**config.mk**
```make
export PLATFORM = sky130hd
export DESIGN_NAME = stopwatch_core
export DESIGN_NICKNAME = d
export VERILOG_FILES = /design/src/rtl/stopwatch_core_pkg.sv /design/src/rtl/stopwatch_core_mod60.sv /design/src/rtl/stopwatch_core.sv
export SDC_FILE = /design/constraint.sdc
export NUM_CORES = 1
export LEC_CHECK = 0
export ABC_AREA = 1
export CAP_MARGIN = 20
export CORE_AREA = 2 2 56 58
export CTS_CLUSTER_DIAMETER = 120
export DETAILED_ROUTE_END_ITERATION = 10
export DIE_AREA = 0 0 58 60
export MAX_ROUTING_LAYER = met4
export PLACE_DENSITY = 0.9
export SYNTH_ARGS = -nofsm -noshare
export SYNTH_HDL_FRONTEND = slang
export SYNTH_SLANG_ARGS = --single-unit
```
**constraint.sdc**
```tcl
create_clock -name master_clock -period 4.4 [get_ports master_clock]
set_clock_uncertainty 0.1 [all_clocks]
set_input_delay 0.66 -clock master_clock [delete_from_list [all_inputs] [get_ports master_clock]]
set_output_delay 0.66 -clock master_clock [all_outputs]
set_load 0.03 [all_outputs]
```
**src/rtl/stopwatch_core_pkg.sv**
```systemverilog
// Shared stopwatch types and constants: FSM encoding, seconds wrap limit, BCD digit width.
package stopwatch_core_pkg;

    localparam int DIGIT_W   = 4;
    localparam int LIMIT_W   = 7;
    localparam int SEC_LIMIT = 59;

    typedef enum logic [1:0] {
        ST_RUN    = 2'd0,
        ST_PAUSED = 2'd1,
        ST_ADJUST = 2'd2
    } state_t;

endpackage

```
**src/rtl/stopwatch_core_mod60.sv**
```systemverilog
// Two-digit BCD counter wrapping to 00 after a programmable limit; one-cycle update on inc.
// carry is combinational: high when inc arrives while the count sits at the limit.
module mod60_bcd_counter
    import stopwatch_core_pkg::*;
(
    input  logic               clk,
    input  logic               rst,
    input  logic               inc,
    input  logic [LIMIT_W-1:0] limit,
    output logic [DIGIT_W-1:0] tens,
    output logic [DIGIT_W-1:0] ones,
    output logic               carry
);

    logic [LIMIT_W-1:0] value;
    logic               at_limit;

    always_comb begin
        value    = LIMIT_W'(tens) * LIMIT_W'(10) + LIMIT_W'(ones);
        at_limit = (value == limit);
        carry    = inc && at_limit;
    end

    always_ff @(posedge clk or posedge rst) begin
        if (rst) begin
            tens <= '0;
            ones <= '0;
        end else if (inc) begin
            if (at_limit) begin
                tens <= '0;
                ones <= '0;
            end else if (ones == DIGIT_W'(9)) begin
                ones <= '0;
                tens <= tens + DIGIT_W'(1);
            end else begin
                ones <= ones + DIGIT_W'(1);
            end
        end
    end

endmodule

```
**src/rtl/stopwatch_core.sv**
```systemverilog
// MM:SS stopwatch with run/pause/adjust FSM; digits update on the edge that samples a tick input high.
// No backpressure: inputs are level/pulse signals sampled every master_clock cycle.
module stopwatch_core
    import stopwatch_core_pkg::*;
#(
    parameter int MIN_LIMIT = 59
) (
    input  logic               master_clock,
    input  logic               rst,
    input  logic               clock1hz,
    input  logic               clock2hz,
    input  logic               clock_adjust,
    input  logic               pause,
    input  logic               adj,
    input  logic               sel,
    output logic [DIGIT_W-1:0] min_tens,
    output logic [DIGIT_W-1:0] min_ones,
    output logic [DIGIT_W-1:0] sec_tens,
    output logic [DIGIT_W-1:0] sec_ones,
    output logic               blank_min,
    output logic               blank_sec
);

    localparam logic [LIMIT_W-1:0] SEC_LIM = LIMIT_W'(SEC_LIMIT);
    localparam logic [LIMIT_W-1:0] MIN_LIM = LIMIT_W'(MIN_LIMIT);

    state_t state;
    logic   c1hz_q;
    logic   cadj_q;
    logic   tick_1hz;
    logic   tick_adj;
    logic   sec_inc;
    logic   min_inc;
    logic   sec_carry;
    logic   min_carry;

    // Previous samples reset high so a level already high at release is not a rise.
    always_ff @(posedge master_clock or posedge rst) begin
        if (rst) begin
            c1hz_q <= 1'b1;
            cadj_q <= 1'b1;
        end else begin
            c1hz_q <= clock1hz;
            cadj_q <= clock_adjust;
        end
    end

    assign tick_1hz = clock1hz & ~c1hz_q;
    assign tick_adj = clock_adjust & ~cadj_q;

    // Increments follow the pre-transition state; adjust never carries between fields.
    assign sec_inc = ((state == ST_RUN) && tick_1hz) ||
                     ((state == ST_ADJUST) && tick_adj && !sel);
    assign min_inc = ((state == ST_RUN) && sec_carry) ||
                     ((state == ST_ADJUST) && tick_adj && sel);

    mod60_bcd_counter u_sec (
        .clk   (master_clock),
        .rst   (rst),
        .inc   (sec_inc),
        .limit (SEC_LIM),
        .tens  (sec_tens),
        .ones  (sec_ones),
        .carry (sec_carry)
    );

    mod60_bcd_counter u_min (
        .clk   (master_clock),
        .rst   (rst),
        .inc   (min_inc),
        .limit (MIN_LIM),
        .tens  (min_tens),
        .ones  (min_ones),
        .carry (min_carry)
    );

    // adj high keeps or enters ADJUST from every state, so it also qualifies the blank registers.
    always_ff @(posedge master_clock or posedge rst) begin
        if (rst) begin
            state     <= ST_RUN;
            blank_min <= 1'b0;
            blank_sec <= 1'b0;
        end else begin
            case (state)
                ST_RUN: begin
                    if (adj)        state <= ST_ADJUST;
                    else if (pause) state <= ST_PAUSED;
                end
                ST_PAUSED: begin
                    if (adj)        state <= ST_ADJUST;
                    else if (pause) state <= ST_RUN;
                end
                ST_ADJUST: begin
                    if (!adj)       state <= ST_PAUSED;
                end
                default:            state <= ST_RUN;
            endcase
            blank_min <= adj && sel && clock2hz;
            blank_sec <= adj && !sel && clock2hz;
        end
    end

    // A minute wrap while running always lands the whole display on 00:00.
    assert property (@(posedge master_clock) disable iff (rst)
        (min_carry && state == ST_RUN) |=>
        (min_tens == '0 && min_ones == '0 && sec_tens == '0 && sec_ones == '0));

endmodule

```
# ---- After elaboration in Yosys (flattened, before gate mapping)
# Cells that the tools add are included.
dict set report op_classes {
  addsub 6
  n_mul 2
  div 0
  magnitude_cmp 0
  eq_ne 9
  shifts 0
  mux 14
  bitwise_logic 4
  reduce_logical 19
}
# cell n
set ops {}
lappend ops {{4-bit two-way mux} 8}
lappend ops {{4-bit by 1-bit adder with 4-bit output, second input constant} 4}
lappend ops {{7-bit by 4-bit adder with 7-bit output} 2}
lappend ops {{7-bit by 6-bit equality test with 1-bit output, second input constant} 2}
lappend ops {{4-bit by 3-bit multiplier with 6-bit output, second input constant} 2}
lappend ops {{1-bit logical AND} 10}
lappend ops {{2-bit two-way mux} 5}
lappend ops {{4-bit equality test, second input constant} 2}
lappend ops {{3-bit != test, second input constant} 2}
lappend ops {{2-bit case mux with 3 select lines} 1}
lappend ops {{2-bit AND reduction} 2}
lappend ops {{2-bit nonzero test} 2}
lappend ops {{3-bit AND reduction} 1}
lappend ops {{1-bit bitwise AND} 2}
lappend ops {{2-bit by 1-bit equality test with 1-bit output, second input constant} 1}
lappend ops {{2-bit equality test, second input constant} 1}
lappend ops {{2-bit logical NOT} 1}
lappend ops {{1-bit logical OR} 2}
lappend ops {{2-bit != test, second input constant} 1}
lappend ops {{1-bit inverter} 2}
lappend ops {{1-bit logical NOT} 1}
dict set report word_totals {
  ff_bits 22
  latchBits 0
  ramBits 0
  romBits 0
  in_bits 8
  elab_cells 63
  mem_count 0
}

# ---- Depth between registers and ports, before layout
# Gate-level depths: netlist of run 1.
dict set report logic_depth {
  word_depth 9
  depth_mapped 15
  ltp_nobuf 14
}

# ---- Hierarchy
# A second synthesis of run 1 with hierarchy kept.
dict set report unflattened {
  hier_cells 273
  area_unflattened_um2 1985.7
}
# mod n_inst cells_per_inst area_per_inst_um2 seq_area_each_um2
set by_module_without_submodules {}
lappend by_module_without_submodules {{mod60_bcd_counter (u_sec)} 1 120 879.6 200.2}
lappend by_module_without_submodules {{mod60_bcd_counter (u_min)} 1 119 839.6 200.2}
lappend by_module_without_submodules {stopwatch_core 1 34 266.5 152.6}

# ---- Worst setup path after synthesis of run 1
# OpenSTA, ideal clock, no wires.
dict set report synth_path {
  path_type {register to register}
  startpoint {register u_sec.tens[1]}
  endpoint {register u_min.ones[0]}
  t_arrival_ns 2.286
  required_time_ns 4.182
  slack_ns 1.897
  stages_incl_launch_ff 16
  synth_period_minus_slack_ns 2.503
  path_cell_list {dfrtp_1 ha_1 ha_1 inv_1 fa_1 inv_1 nand2_1 nor2_1 nand2_1 nor2_2 nand4_1 nand2_2 buf_6 inv_4 nand2_1 nand2_1}
}
dict set report synth_between {
  elab_chain_len 6
}
# element line_no
set synth_lines {}
lappend synth_lines {{from (decl)} stopwatch_core_mod60.sv:10} ;# output logic [DIGIT_W-1:0] tens,
lappend synth_lines {{from (signal assigned)} stopwatch_core_mod60.sv:34} ;# tens <= tens + DIGIT_W'(1);
lappend synth_lines {{4-bit by 3-bit multiplier with 6-bit output} stopwatch_core_mod60.sv:19} ;# value = LIMIT_W'(tens) * LIMIT_W'(10) + LIMIT_W'(ones);
lappend synth_lines {{7-bit by 4-bit adder with 7-bit output} stopwatch_core_mod60.sv:19}
lappend synth_lines {{7-bit by 6-bit equality test with 1-bit output} stopwatch_core_mod60.sv:20} ;# at_limit = (value == limit);
lappend synth_lines {{1-bit logical AND} stopwatch_core_mod60.sv:21} ;# carry = inc && at_limit;
lappend synth_lines {{1-bit logical AND} stopwatch_core.sv:54} ;# assign min_inc = ((state == ST_RUN) && sec_carry) ||
lappend synth_lines {{1-bit logical OR} stopwatch_core.sv:54}
lappend synth_lines {{to (signal assigned)} stopwatch_core_mod60.sv:36} ;# ones <= ones + DIGIT_W'(1);
lappend synth_lines {{to (decl)} stopwatch_core_mod60.sv:11} ;# output logic [DIGIT_W-1:0] ones,
# No other way between the ends.
# A chain may end at the register's enable or synchronous reset.

# ---- Worst setup path after layout of run 1
dict set report layout_path {
  startpoint {register u_sec.tens[1]}
  endpoint {register u_min.tens[3]}
}
dict set report layout_between {
  elab_chain_len 7
}
# element line_no
set layout_lines {}
lappend layout_lines {{4-bit by 3-bit multiplier with 6-bit output} stopwatch_core_mod60.sv:19}
lappend layout_lines {{7-bit by 4-bit adder with 7-bit output} stopwatch_core_mod60.sv:19}
lappend layout_lines {{7-bit by 6-bit equality test with 1-bit output} stopwatch_core_mod60.sv:20}
lappend layout_lines {{1-bit logical AND} stopwatch_core_mod60.sv:21}
lappend layout_lines {{1-bit logical AND} stopwatch_core.sv:54}
lappend layout_lines {{1-bit logical OR} stopwatch_core.sv:54}
lappend layout_lines {{2-bit AND reduction (no source line)} -}
lappend layout_lines {{to (signal assigned)} stopwatch_core_mod60.sv:34}
lappend layout_lines {{to (decl)} stopwatch_core_mod60.sv:10}
# No other way between the ends.

==> results of run 1 <==
==> cell usage after synthesis, drive strengths merged <==
library cell	n
nand4	6
nand3	16
inv	36
xor2	7
dfrtp	20
fa	4
nor2	18
nand3b	2
nand2	49
ha	18
o21ai	7
a21oi	1
buf	1
or2	2
a2111oi	1
nor3	4
dfstp	2
xnor2	3
==> logic make-up after synthesis <==
kind of cell	share of synthesized area [%]
buffers and inverters	9.31
flip-flops	34.6
AND/OR/NAND/NOR	28.2
XOR/XNOR	5.48
AO/OA/AOI/OAI	3.29
adder cells (fa/ha/maj)	19.1
==> through the flow <==
stage          cells  setup slack, ps  hold WS [ps]  total power, mW  instance area (um2)
2_1_floorplan    197             1900           428            0.516                 1600
3_3_place_gp     254             1920           451            0.629                 1880
3_5_place_dp     254             1850           468            0.640                 1880
4_1_cts          257             1830           483            0.731                 1900
5_1_grt          257             1640           523            0.782                 1900
6_report         257             1820           492            0.726                 1900
==> power groups by stage <==
stage	Sequential (mW)	Clock, mW	Combinational (mW)
after CTS	0.300	0.0921	0.339
after global routing	0.309	0.103	0.369
after global placement	0.303	0	0.325
final	0.300	0.0911	0.335
after floorplan	0.364	0	0.151
after detailed placement	0.304	0	0.336
==> registers in the layout, indices dropped and copies added (netlist names) <==
name and flops:
blank_min 1, blank_sec 1, c1hz_q 1, cadj_q 1
state 2, u_min.ones 4, u_min.tens 4, u_sec.ones 4
u_sec.tens 4
==> cell type report <==
cell class / instances / area (um2) / area share (%)
Inverter: 36 / 138 / 7.24
Sequential cell: 22 / 553 / 29.1
Timing Repair Buffer: 25 / 250 / 13.2
Clock buffer: 3 / 22.5 / 1.18
Tap cell: 33 / 41.3 / 2.17
Multi-Input combinational cell: 138 / 897 / 47.2
==> worst paths after layout <==
| path | endpoint | cells after the start | slack [ps] | start |
|---|---|---|---|---|
| worst max-delay path | u_min.tens[3] | 14 | 1820 | u_sec.tens[1] |
| worst min-delay path | state[0] | 1 | 490 | state[0] |
| worst max register to register | u_min.tens[3] | 14 | 1820 | u_sec.tens[1] |
| worst min register to register | state[0] | 1 | 490 | state[0] |
| max in group asynchronous | u_min.tens[0] | 2 | 2990 | rst |
| min in group asynchronous | state[0] | 2 | 700 | rst |
==> per-layer routing <==
layer	up-vias	GRT usage (%)
li1	677	-
met1	612	26.9
met2	28	32.0
met3	7	2.60
met4	0	5.98
met5	-	-
==> flow_summary.yaml, run 1 <==
synth:
  syn_nets: 227
  synth_top_area_cell: "dfrtp_1"
  syn_area_per_cell_um2: 8.12
  yosysUniqueCellTypes: 27
  synth.area.top_cells: "dfrtp_1 (31%), ha_1 (14%), nand2_1 (10%), inv_1 (8.0%), fa_1 (5.0%)"
  yosysWarnings: 0
  synth.top_cell.area_share_pct: 31.3
  synth_seq_cells: 22
  synthCells: 197
  ys_seq_area_share_pct: 34.6
  netlist_area_um2: 1600
grt:
  grt-ovfl-total: 0
  grt_max_degree: 23
  grt_pass1_vias: 1179
  antenna_found_initial: 0
  grt_usage_pct: 20.0
  grt_pass1_wl_um: 5190
power:
  p_int_uw: 415
  p_clk_share_pct: 12.5
  swShare_pct: 42.8
  p_per_area_nw_per_um2: 382
  pwr-share-seq_pct: 41.3
  leakage_nw: 0.986
  peakVddDrop_v: 0.000419
  p_switching_uw: 311
  combPwrFrac_pct: 46.2
placement:
  io_buffers: 25
  gp_congestion: 0.830
  post-dp-hpwl_um: 2290
worst_setup_path:
  endpoint_kind: "register"
  slowest_delay_ps: 480
  cp_common_cell: "nand2_1"
  crit_buf_inv: 2
  startpoint_type: "register"
  critical-path-top-delay-family: "adder cells"
  cp_slowest_cell: "dfrtp_1"
  path_max_fanout: 11
  crit_chain: "ha_1 > ha_1 > inv_1 > fa_1 > inv_1 > nand2_1 > nor2_1 > nand2_1 > nor2_2 > nand4_1 > nand2_2 > nand2_2 > nand2_1 > nand2_1"
  required_ps: 4510
  crit_arrival_ps: 2690
  crit_type: "register to register"
final_layout:
  final.fill_count: 253
  post-route-util_pct: 65.5
  mostFrequentLayoutCell: "nand2_1"
  drive_gt1_share_pct: 8.48
  layout_common_cells: "nand2_1 (43), inv_1 (34), clkdlybuf4s50_1 (25)"
  synthToLayoutAreaGrowth_pct: 18.9
  nNetsFinal: 256
  diodes: 0
timing:
  hold_violations: 0
  fin_crit_sh_pct: 58.6
  finalSetupTns_ps: 0
  drv_slew: 0
  fmax_ghz: 0.388
  grt_setup_unrepaired: "no"
  finalSetupViolCount: 0
  max_slew_margin_pct: 45.1
  worst_pin_slew_ps: 822
  period_needed_ps: 2580
die:
  die_y_um: 60
  die_area_um2: 3480
  std_cell_rows: 20
  start_util_pct: 55.1
  ios: 26
  die_x_um: 58
  core_area_um2: 2900
clock_tree:
  cts-htree-levels: 1
  cts_buffers: 3
  cts_max_path_buffers: 2
  cts_sinks: 22
  tritoncts: "yes"
  post_cts_resize_count: 0
  clk_latency_ps: 310
  clkTransAtPathRegs_ps: 120
  cts-hold-fix-buffers: 0
  postCtsSetupBuffers: 0
  ctsRootBufferMaster: "clkbuf_4"
routing:
  ant_nets: 0
  dr_wl_met3_um: 89
  top_layer: "met4"
  wl_met1_um: 1340
  routedWlPerCell_um: 11.2
  drc_errors: 0
  vias: 1324
  drt_iter0_drc: 17
  vias_per_cell: 5.15
  first_pass_iters: 4
  wl_met2_um: 1410
  postRouteWirelength_um: 2890
status:
  outcome: "complete, no violations"
worst_hold_path:
  hold_path.class: "register to register"
job:
  maxCapViolCount: 0
No activity file was read; power rests on OpenSTA's default activity.
==> run 2: changes to the inputs <==
CORE_AREA = 2 2 58 60   (was 2 2 56 58)
DIE_AREA = 0 0 60 62   (was 0 0 58 60)
PLACE_DENSITY = 0.85   (was 0.9)
clock period = 2.5 ns   (was 4.4 ns; I/O delays follow)
==> run 2 against run 1 <==
Effect of this change:
- the flow now finishes with violations (setup timing)
- setup slack got worse by 1900 ps
- clock-buffer cell count is 1 higher
- critical path type unchanged
- sequential share of layout area fell by 2.4 points
- maximum frequency rose by 1.6%
- total power grew 83%
==> flow_summary.yaml, run 2 (synthesis gave the netlist of run 1 again) <==
power:
  peakVddDrop_v: 0.000416
  p_per_area_nw_per_um2: 640
  p_total_mw: 1.33
  leakage_nw: 1.07
die:
  start_util_pct: 50.3
  ios: 26
  core_area_um2: 3180
  std_cell_rows: 21
  die_y_um: 62
  die_area_um2: 3720
  die_x_um: 60
worst_setup_path:
  r2r-end: "u_min.tens[1]"
  required_ps: 2600
  crit_arrival_ps: 2640
  r2r_slack_ps: -40
  reg2reg_depth: 14
  path_max_fanout: 6
  startpoint_type: "register"
  crit_type: "register to register"
  r2r_start: "u_sec.tens[1]"
  endpoint_kind: "register"
timing:
  finalSetupViolCount: 3
  max_slew_margin_pct: 69.1
  hold_violations: 0
  fin_crit_sh_pct: 102
  drv_slew: 0
  worst_pin_slew_ps: 452
  fmax_ghz: 0.394
  grt_setup_unrepaired: "yes"
  period_needed_ps: 2540
  worst_slack_ps: -39.6
status:
  violations: "setup timing"
  outcome: "finished with violations"
job:
  maxCapViolCount: 0
placement:
  dp.cells: 277
  gp_congestion: 0.768
  io_buffers: 25
  post-dp-hpwl_um: 2530
clock_tree:
  cts-hold-fix-buffers: 0
  cts_max_path_buffers: 2
  cts_buffers: 3
  clkTransAtPathRegs_ps: 120
  ctsRootBufferMaster: "clkbuf_4"
  cts-htree-levels: 1
  cts_sinks: 22
  tritoncts: "yes"
  clk_latency_ps: 300
routing:
  vias: 1401
  routedWlPerCell_um: 11.9
  ant_nets: 0
  drc_errors: 0
  first_pass_iters: 4
  postRouteWirelength_um: 3380
  vias_per_cell: 4.93
  drt_iter0_drc: 28
grt:
  antenna_found_initial: 0
  grt_pass1_vias: 1227
  grt_usage_pct: 19.3
  grt_pass1_wl_um: 5230
  grt-ovfl-total: 0
  grt_max_degree: 23
final_layout:
  layout_common_cells: "nand2_1 (38), inv_1 (33), clkdlybuf4s50_1 (25)"
  fin_cells: 284
  drive_gt1_share_pct: 17.6
  final.fill_count: 253
  diodes: 0
  synthToLayoutAreaGrowth_pct: 29.7
  mostFrequentLayoutCell: "nand2_1"
  nNetsFinal: 269
worst_hold_path:
  hold_path.class: "input pin to async pin"
[run 2: cell count changes in the layout (fill, tap and decap cells not counted), moves of 2 or more]
cell     previous run  this run
buf_4               0        11
ha_1               18        16
ha_4                0         2
nand2_1            43        38
nand2_2             5         9
nand2_4             1         4
[run 2: where the power goes]
group / total [mW] / internal (mW) / switching, mW / leakage, nW
clock network: 0.167 / 0.0621 / 0.105 / 0.0150
registers: 0.517 / 0.424 / 0.0932 / 0.284
logic: 0.642 / 0.272 / 0.370 / 0.766
total: 1.33 / 0.758 / 0.569 / 1.07
[run 2: how the worst max path moves through the flow]
| stage | from | endpoint | slack [ps] | depth (start not counted) |
|---|---|---|---|---|
| detailed placement | u_sec.tens[1] | u_min.tens[1] | 4 | 14 |
| CTS | u_sec.tens[1] | u_min.tens[1] | 10 | 14 |
| global placement | u_sec.tens[1] | u_min.tens[0] | 110 | 14 |
| finish | u_sec.tens[1] | u_min.tens[1] | -40 | 14 |
| floorplan | u_sec.tens[3] | u_min.ones[0] | 40 | 15 |
| global route | u_sec.tens[1] | u_min.tens[1] | -120 | 14 |
[run 2: layout make-up]
class,instances,area [um2],area share [%]
inverter,36,138,6.63
multi-input combinational,140,966,46.6
timing repair buffer,36,333,16.0
clock buffer,4,26.3,1.27
sequential,22,554,26.7
tap,46,57.6,2.77
[run 2: per-stage QoR]
step | setup TNS (ps) | utilization (%) | instance area (um2) | setup slack (ps) | hold WS [ps]
finish | -62.1 | 65.2 | 2070 | -39.6 | 287
detailed placement | 0 | 62.0 | 1970 | 3.54 | 464
global route | -727 | 65.2 | 2070 | -116 | 301
floorplan | 0 | - | 1600 | 35.1 | 263
CTS | 0 | 63.0 | 2000 | 10.4 | 296
global placement | 0 | 62.0 | 1970 | 113 | 447
[run 2: repair_timing]
item | CTS | global route
setup endpoints to repair | 2 | 14
buffers inserted | 0 | 1
endpoints found under the hold margin | 0 | 0
gates resized for setup | 1 | 12
cloned | 0 | 2
pin swaps | 0 | 15
[run 2: worst max-delay path, stage by stage (launching register included)]
cell and delay [ps]:
dfrtp_2 450, ha_4 280, ha_4 120, inv_2 40, fa_1 440, inv_1 60, nand2_1 50, nor2_1 90
nand2_1 70, nor2_2 140, nand4_1 210, nand2_4 190, nand2_4 80, nand2_1 70, nand2_1 50
[run 2: routing by layer]
metal  share of wire (%)  vias to the layer above  wire, um  track usage (%)
met1                  43                      646      1460             23.8
li1                    -                      716         -                -
met2                  51                       33      1730             33.1
met5                   0                        -         0                -
met4                 1.4                        0        48             5.08
met3                 4.0                        6       136             3.11
